--- config.mk ---
export PLATFORM = sky130hd
export DESIGN_NAME = alu_exec
export DESIGN_NICKNAME = d
export VERILOG_FILES = /design/src/rtl/alu_pkg.sv /design/src/rtl/mul_seq.sv /design/src/rtl/alu_exec.sv
export SDC_FILE = /design/constraint.sdc
export NUM_CORES = 1
export LEC_CHECK = 0
export BUFFER_PORTS_ARGS = -buffer_cell sky130_fd_sc_hd__buf_2
export CAP_MARGIN = 20
export CELL_PAD_IN_SITES_DETAIL_PLACEMENT = 2
export CELL_PAD_IN_SITES_GLOBAL_PLACEMENT = 2
export CORE_ASPECT_RATIO = 0.6
export CORE_UTILIZATION = 32
export CTS_CLUSTER_DIAMETER = 60
export DETAILED_ROUTE_END_ITERATION = 7
export PLACE_DENSITY_LB_ADDON = 0.15
export SETUP_SLACK_MARGIN = 0.5
export SYNTH_ARGS = -nofsm -noshare
export SYNTH_HDL_FRONTEND = slang
export SYNTH_SLANG_ARGS = --single-unit
--- constraint.sdc ---
create_clock -name clk -period 0.9 [get_ports clk]
set_input_delay 0 -clock clk [delete_from_list [all_inputs] [get_ports clk]]
set_output_delay 0 -clock clk [all_outputs]
set_load 0.03 [all_outputs]
--- src/rtl/alu_pkg.sv ---
// Shared opcode constants and FSM state encoding for alu_exec.
// Optional multiply support is enabled by defining ALU_MUL_EN.
package alu_pkg;

  localparam logic [3:0] OpAdd  = 4'd0;
  localparam logic [3:0] OpSub  = 4'd1;
  localparam logic [3:0] OpAnd  = 4'd2;
  localparam logic [3:0] OpOr   = 4'd3;
  localparam logic [3:0] OpXor  = 4'd4;
  localparam logic [3:0] OpNot  = 4'd5;
  localparam logic [3:0] OpShl  = 4'd6;
  localparam logic [3:0] OpShr  = 4'd7;
  localparam logic [3:0] OpPass = 4'd9;
`ifdef ALU_MUL_EN
  localparam logic [3:0] OpMul  = 4'd8;
`endif

  typedef logic [1:0] alu_state_t;

  localparam alu_state_t StIdle = 2'd0;
`ifdef ALU_MUL_EN
  localparam alu_state_t StMul  = 2'd1;
  localparam alu_state_t StWb   = 2'd2;
`endif

endpackage

--- src/rtl/mul_seq.sv ---
// Iterative shift-add multiplier: one partial product per cycle, W+1 steps.
// done_o is high in the cycle whose step is the last one; product_o is the
// accumulator value after the current step, so it is final while done_o is high.
module mul_seq #(
  parameter int unsigned W = 7
) (
  input  logic           clk_i,
  input  logic           rst_i,
  input  logic           start_i,
  input  logic [W:0]     a_i,
  input  logic [W:0]     b_i,
  output logic           done_o,
  output logic [2*W+1:0] product_o
);

  localparam int unsigned CntW = $clog2(W + 2);

  logic [2*W+1:0] acc_q, acc_d;
  logic [2*W+1:0] mcand_q, mcand_d;
  logic [W:0]     mplier_q, mplier_d;
  logic [CntW-1:0] cnt_q, cnt_d;
  logic           busy_q, busy_d;
  logic           last;

  assign last      = busy_q && (cnt_q == CntW'(W));
  assign done_o    = last;
  assign product_o = acc_d;

  // Load operands on start, otherwise do one shift-add step while busy
  always_comb begin
    acc_d    = acc_q;
    mcand_d  = mcand_q;
    mplier_d = mplier_q;
    cnt_d    = cnt_q;
    busy_d   = busy_q;
    if (start_i) begin
      acc_d    = '0;
      mcand_d  = {{(W + 1){1'b0}}, a_i};
      mplier_d = b_i;
      cnt_d    = '0;
      busy_d   = 1'b1;
    end else if (busy_q) begin
      if (mplier_q[0]) acc_d = acc_q + mcand_q;
      mcand_d  = mcand_q << 1;
      mplier_d = mplier_q >> 1;
      cnt_d    = cnt_q + 1'b1;
      if (last) busy_d = 1'b0;
    end
  end

  // Multiplier state
  always_ff @(posedge clk_i or posedge rst_i) begin
    if (rst_i) begin
      acc_q    <= '0;
      mcand_q  <= '0;
      mplier_q <= '0;
      cnt_q    <= '0;
      busy_q   <= 1'b0;
    end else begin
      acc_q    <= acc_d;
      mcand_q  <= mcand_d;
      mplier_q <= mplier_d;
      cnt_q    <= cnt_d;
      busy_q   <= busy_d;
    end
  end

endmodule

--- src/rtl/alu_exec.sv ---
// ALU execute stage with registered write-back and zero/carry flags.
// Single-cycle ops complete one cycle after acceptance. When ALU_MUL_EN is
// defined, opcode 8 runs a multi-cycle multiply through mul_seq; otherwise it
// is a NOP and op_ready is tied high.
module alu_exec
  import alu_pkg::*;
#(
  parameter int unsigned W = 7
) (
  input  logic       clk,
  input  logic       reset,
  input  logic       op_valid,
  output logic       op_ready,
  input  logic [3:0] op,
  input  logic [3:0] rd_in,
  input  logic [W:0] s,
  input  logic [W:0] t,
  output logic [W:0] data,
  output logic [3:0] rd,
  output logic       reg_ena,
  output logic       zf,
  output logic       cf
);

  logic       accept;
  logic [W:0] alu_res;
  logic       alu_cf;
  logic       alu_wr;

  logic       wb_en;
  logic [W:0] wb_res;
  logic       wb_cf;
  logic [3:0] wb_rd;

  logic [W:0] data_q, data_d;
  logic [3:0] rd_q, rd_d;
  logic       reg_ena_q, reg_ena_d;
  logic       zf_q, zf_d;
  logic       cf_q, cf_d;

  assign accept = op_valid & op_ready;

  // Single-cycle datapath; alu_wr is low for opcodes that write nothing
  always_comb begin
    alu_res = '0;
    alu_cf  = 1'b0;
    alu_wr  = 1'b1;
    case (op)
      OpAdd:   {alu_cf, alu_res} = {1'b0, s} + {1'b0, t};
      OpSub:   {alu_cf, alu_res} = {1'b0, s} - {1'b0, t};
      OpAnd:   alu_res = s & t;
      OpOr:    alu_res = s | t;
      OpXor:   alu_res = s ^ t;
      OpNot:   alu_res = ~s;
      OpShl:   {alu_cf, alu_res} = {s, 1'b0};
      OpShr: begin
        alu_res = s >> 1;
        alu_cf  = s[0];
      end
      OpPass:  alu_res = t;
      default: alu_wr = 1'b0;
    endcase
  end

`ifdef ALU_MUL_EN
  alu_state_t     state_q, state_d;
  logic           mul_start;
  logic           mul_done;
  logic [2*W+1:0] mul_prod;
  logic [3:0]     mul_rd_q, mul_rd_d;

  mul_seq #(
    .W(W)
  ) u_mul_seq (
    .clk_i    (clk),
    .rst_i    (reset),
    .start_i  (mul_start),
    .a_i      (s),
    .b_i      (t),
    .done_o   (mul_done),
    .product_o(mul_prod)
  );

  assign op_ready = (state_q == StIdle);

  // FSM: select write-back source; MUL result is registered on its last step
  // so reg_ena lands in the WB cycle
  always_comb begin
    state_d   = state_q;
    mul_rd_d  = mul_rd_q;
    mul_start = 1'b0;
    wb_en     = 1'b0;
    wb_res    = alu_res;
    wb_cf     = alu_cf;
    wb_rd     = rd_in;
    unique case (state_q)
      StIdle: begin
        if (accept) begin
          if (op == OpMul) begin
            mul_start = 1'b1;
            mul_rd_d  = rd_in;
            state_d   = StMul;
          end else begin
            wb_en = alu_wr;
          end
        end
      end
      StMul: begin
        if (mul_done) begin
          wb_en   = 1'b1;
          wb_res  = mul_prod[W:0];
          wb_cf   = |mul_prod[2*W+1:W+1];
          wb_rd   = mul_rd_q;
          state_d = StWb;
        end
      end
      StWb:    state_d = StIdle;
      default: state_d = StIdle;
    endcase
  end

  // FSM state and latched MUL destination
  always_ff @(posedge clk or posedge reset) begin
    if (reset) begin
      state_q  <= StIdle;
      mul_rd_q <= '0;
    end else begin
      state_q  <= state_d;
      mul_rd_q <= mul_rd_d;
    end
  end
`else
  assign op_ready = 1'b1;

  // Every accepted op resolves in one cycle
  always_comb begin
    wb_en  = accept & alu_wr;
    wb_res = alu_res;
    wb_cf  = alu_cf;
    wb_rd  = rd_in;
  end
`endif

  // Write-back: results and flags move only on a write; rd 0 suppresses the strobe
  always_comb begin
    data_d    = data_q;
    rd_d      = rd_q;
    zf_d      = zf_q;
    cf_d      = cf_q;
    reg_ena_d = 1'b0;
    if (wb_en) begin
      data_d    = wb_res;
      rd_d      = wb_rd;
      zf_d      = (wb_res == '0);
      cf_d      = wb_cf;
      reg_ena_d = (wb_rd != 4'd0);
    end
  end

  // Output registers
  always_ff @(posedge clk or posedge reset) begin
    if (reset) begin
      data_q    <= '0;
      rd_q      <= '0;
      reg_ena_q <= 1'b0;
      zf_q      <= 1'b0;
      cf_q      <= 1'b0;
    end else begin
      data_q    <= data_d;
      rd_q      <= rd_d;
      reg_ena_q <= reg_ena_d;
      zf_q      <= zf_d;
      cf_q      <= cf_d;
    end
  end

  assign data    = data_q;
  assign rd      = rd_q;
  assign reg_ena = reg_ena_q;
  assign zf      = zf_q;
  assign cf      = cf_q;

endmodule

==> impl_metrics.py, run 1 <==
metrics = {
    "place": {
        "port_buffers": 41,
        "dp_hpwl_um": 11290,
        "place.gp.congestion": 0.9424,
    },
    "die": {
        "rows": 22,
        "pin_count": 43,
        "fp.dieH_um": 66.26,
        "initial_utilization_pct": 34.63,
        "die_x_um": 109.1,
    },
    "logic_synthesis": {
        "syn_avg_cell_area_um2": 7.809,
        "synthArstFlopShare_pct": 100.0,
        "syn_area_mm2": 0.002202,
        "synth_edf_count": 0,
        "synth_nets": 335,
        "ys_seq_elements": 15,
        "ys.flop_type": "dfrtp_1",
        "ys_seq_area_share_pct": 17.05,
        "yosysWarnings": 0,
        "syn_inst": 282,
        "yosysUniqueCellTypes": 64,
    },
    "run_status": {
        "flow.stopped_at": "3_5_place_dp",
        "error": "[ERROR DPL-0033] detailed placement checks failed during check placement.",
        "status": "did not finish",
    },
}
metrics by stage:
step,worst slack [ps],instance area (um2)
2_1_floorplan,-903.5,2406
3_3_place_gp,-1228,3515
Yosys cell counts (4+ instances only):
library cell | instances | area [um2]
mux2_2 | 5 | 56.30
clkbuf_1 | 4 | 15.01
buf_2 | 11 | 55.05
o21ai_0 | 19 | 95.09
nand2_1 | 23 | 86.33
mux2i_1 | 4 | 40.04
dfrtp_1 | 15 | 375.4
inv_1 | 24 | 90.09
a32oi_1 | 5 | 43.79
nand2b_1 | 9 | 56.30
o221ai_1 | 4 | 35.03
nor3_1 | 8 | 40.04
nor2_1 | 23 | 86.33
a211oi_1 | 4 | 30.03
nand3_1 | 5 | 25.02
nor2b_1 | 9 | 56.30
nor4_1 | 5 | 31.28
a21oi_1 | 16 | 80.08
ha_1 | 24 | 300.3
kinds of logic after synthesis:
family,Yosys count,synth area share [%]
AO/OA/AOI/OAI,90,30.00
adder cells (fa/ha/maj),26,15.45
buffers and inverters,43,8.807
flip-flops,15,17.05
multiplexers,11,6.079
other,1,0.1703
AND/OR/NAND/NOR,96,22.44
==> run 2: changes to the inputs <==
Settings changed: CELL_PAD_IN_SITES_DETAIL_PLACEMENT 2 to not set, CELL_PAD_IN_SITES_GLOBAL_PLACEMENT 2 to not set, CORE_ASPECT_RATIO 0.6 to not set, CORE_UTILIZATION 32 to 40, CTS_CLUSTER_DIAMETER 60 to not set, SETUP_SLACK_MARGIN 0.5 to not set.
==> run 2 against run 1 <==
Effect of this change:
- the flow now finishes, with violations (setup timing)
- synthesized area unchanged
- synthesized cell count is the same
==> impl_metrics.py, run 2 <==
metrics = {
    "run_status": {
        "status": "finished with violations",
        "failed_checks": "setup timing",
    },
    "timing": {
        "setup_viol": 14,
        "slew_headroom_pct": 58.47,
        "slew_viol_final": 0,
        "max_freq_mhz": 536.4,
        "finalClockSkew_ps": 0,
        "worst_slew_pin_slew_ps": 618.2,
        "final.period_utilization_pct": 207.1,
        "setup_ws_ps": -964.3,
        "fin_crit_ps": 1864,
        "rsz0062_at_grt": "yes",
        "finalHoldViolCount": 0,
    },
    "worst_hold_path": {
        "hold_class": "input pin to register",
        "worstHoldStart": "rd_in[3]",
    },
    "logic_synthesis": {
        "yosysUniqueCellTypes": 64,
        "synthTopCellsByCount": "ha_1, inv_1, nand2_1, nor2_1, o21ai_0",
        "synth_nets": 335,
        "syn_area_mm2": 0.002202,
        "ys.flop_type": "dfrtp_1",
        "yosysWarnings": 0,
        "syn_inst": 282,
        "synth_edf_count": 0,
        "synth.largest_area_cell": "dfrtp_1",
        "yosysTopAreaCellShare_pct": 17.05,
        "synthArstFlopShare_pct": 100.0,
        "ys_top_cells_by_area": "dfrtp_1, ha_1, o21ai_0, inv_1, nand2_1",
        "syn_avg_cell_area_um2": 7.809,
        "ys_seq_area_share_pct": 17.05,
        "ys_seq_elements": 15,
    },
    "global_route": {
        "grt_max_degree": 16,
        "antenna_found_initial": 0,
        "grt_pass1_wl_um": 12420,
        "grt_usage_pct": 26.67,
        "grt_pass1_vias": 2557,
        "grt_overflow_total": 0,
    },
    "worst_setup_path": {
        "crit_start": "t[1]",
        "crit_path_end_kind": "register",
        "cp.arrival_ps": 2020,
        "critPathMaxFanout": 4,
        "cp.required_ps": 1060,
        "path_class": "input pin to register",
        "r2r_start": "rd[3]$_DFFE_PP0P_",
        "start_kind": "input pin",
    },
    "place": {
        "dp_slack_ps": -1273,
        "dpl.cell_count": 484,
        "dp_hpwl_um": 6095,
        "place_area_mm2": 0.003368,
        "place.gp.congestion": 0.9360,
        "port_buffers": 41,
    },
    "run": {
        "cap_violations": 0,
    },
    "drt": {
        "wl_met3_um": 532,
        "wl_per_cell_um": 16.11,
        "detail-route-antenna-nets": 0,
        "wl_um": 8104,
        "top_layer": "met4",
        "drt-met1-wl_um": 3571,
        "drt_iter0_drc": 129,
        "vias_per_cell": 5.350,
        "wl_met2_um": 3815,
        "remaining_drc_errors": 0,
        "vias": 2691,
        "first_pass_iters": 4,
    },
    "die": {
        "rows": 26,
        "fp.dieH_um": 76.20,
        "die_x_um": 76.20,
        "fp.dieArea_mm2": 0.005806,
        "initial_utilization_pct": 42.31,
        "pin_count": 43,
        "core-area_mm2": 0.005205,
    },
    "cts": {
        "h-tree-depth": 1,
        "cts_buffers": 3,
        "cts_buffer_depth": 2,
        "root_buffer": "clkbuf_8",
        "clock-sinks": 15,
        "clk_latency_ps": 240,
        "clk_pin_slew_worst_paths_ps": 60,
        "cts_tree": "yes",
    },
    "final_layout": {
        "diodes": 0,
        "drive_gt1_share_pct": 55.43,
        "final_common_cell": "buf_4",
        "largest_register_ffs": 8,
        "fillers": 371,
        "fin_area_mm2": 0.003876,
        "layoutNonFillerInstCount": 503,
        "nets": 487,
        "area_growth_pct": 76.02,
        "layout_common_cells": "buf_4, buf_2, nor2_1, nand2_1, ha_1",
    },
    "power": {
        "powerDensity_mw_per_mm2": 942.6,
        "p_leak_nw": 1.833,
        "peakVddDrop_uv": 753.7,
        "total_power_w": 0.003654,
    },
}
-- run 2: cell counts after synthesis --
Identical to the previous run, type by type.
-- run 2: path summary, 6_finish.rpt --
check	depth (start not counted)	slack [ps]	end
max	12	-960	zf$_DFFE_PP0P_
min	3	30	reg_ena$_DFF_PP0_
max reg2reg	1	100	rd[3]$_DFFE_PP0P_
min reg2reg	2	480	data[6]$_DFFE_PP0P_
max in group asynchronous	4	440	data[1]$_DFFE_PP0P_
min in group asynchronous	4	290	data[5]$_DFFE_PP0P_
-- run 2: kinds of logic after synthesis --
kind of cell	synth area share, %
compound gates	30.00
fa+ha+maj	15.45
buf+inv	8.807
flops	17.05
mux	6.079
other cells	0.1703
simple gates	22.44
-- run 2: area by class of cell --
type | count | area [um2] | area share (%)
inverters | 25 | 118.9 | 3.066
flip-flops and latches | 15 | 375.4 | 9.684
multi-input cells | 224 | 1929 | 49.77
clock buffers | 4 | 45.04 | 1.162
well taps | 70 | 87.58 | 2.260
repair buffers | 165 | 1320 | 34.05
-- run 2: per-stage QoR --
step	TNS, ps	util, %	hold slack [ps]
global route	-8059	74.47	22.48
detailed placement	-12290	64.71	8.058
floorplan	-6944	-	-98.52
finish	-7284	74.47	26.56
CTS	-6640	70.84	3.935
global placement	-11810	64.71	4.260
-- run 2: what timing repair did --
| action | 4_1_cts | 5_1_grt |
|---|---|---|
| endpoints found under the hold margin | 15 | 0 |
| setup endpoints to repair | 14 | 15 |
| cloned | 0 | 2 |
| hold buffers | 1 | 0 |
| setup buffers | 11 | 5 |
| gates resized for setup | 52 | 31 |
| pin swaps | 26 | 18 |
-- run 2: power breakdown --
group / switching [W] / internal [W]
Sequential: 0.0000502 / 0.000777
Clock: 0.000222 / 0.000313
Combinational: 0.00118 / 0.00111
-- run 2: critical path: stages --
cell        delay (ps)
buf_8               80
clkinvlp_4         140
buf_6              150
fa_2               350
buf_4              140
buf_6              100
a21oi_1            170
a2bb2oi_1          270
nor3_1              80
nor2_1             150
nand4b_1           160
o31ai_2            220
-- run 2: per-layer routing --
| metal | global-route usage [%] | up-vias |
|---|---|---|
| met3 | 3.473 | 18 |
| li1 | - | 1330 |
| met5 | 0 | - |
| met2 | 44.36 | 93 |
| met4 | 7.500 | 0 |
| met1 | 36.11 | 1250 |
No activity file was read; power rests on OpenSTA's default activity.
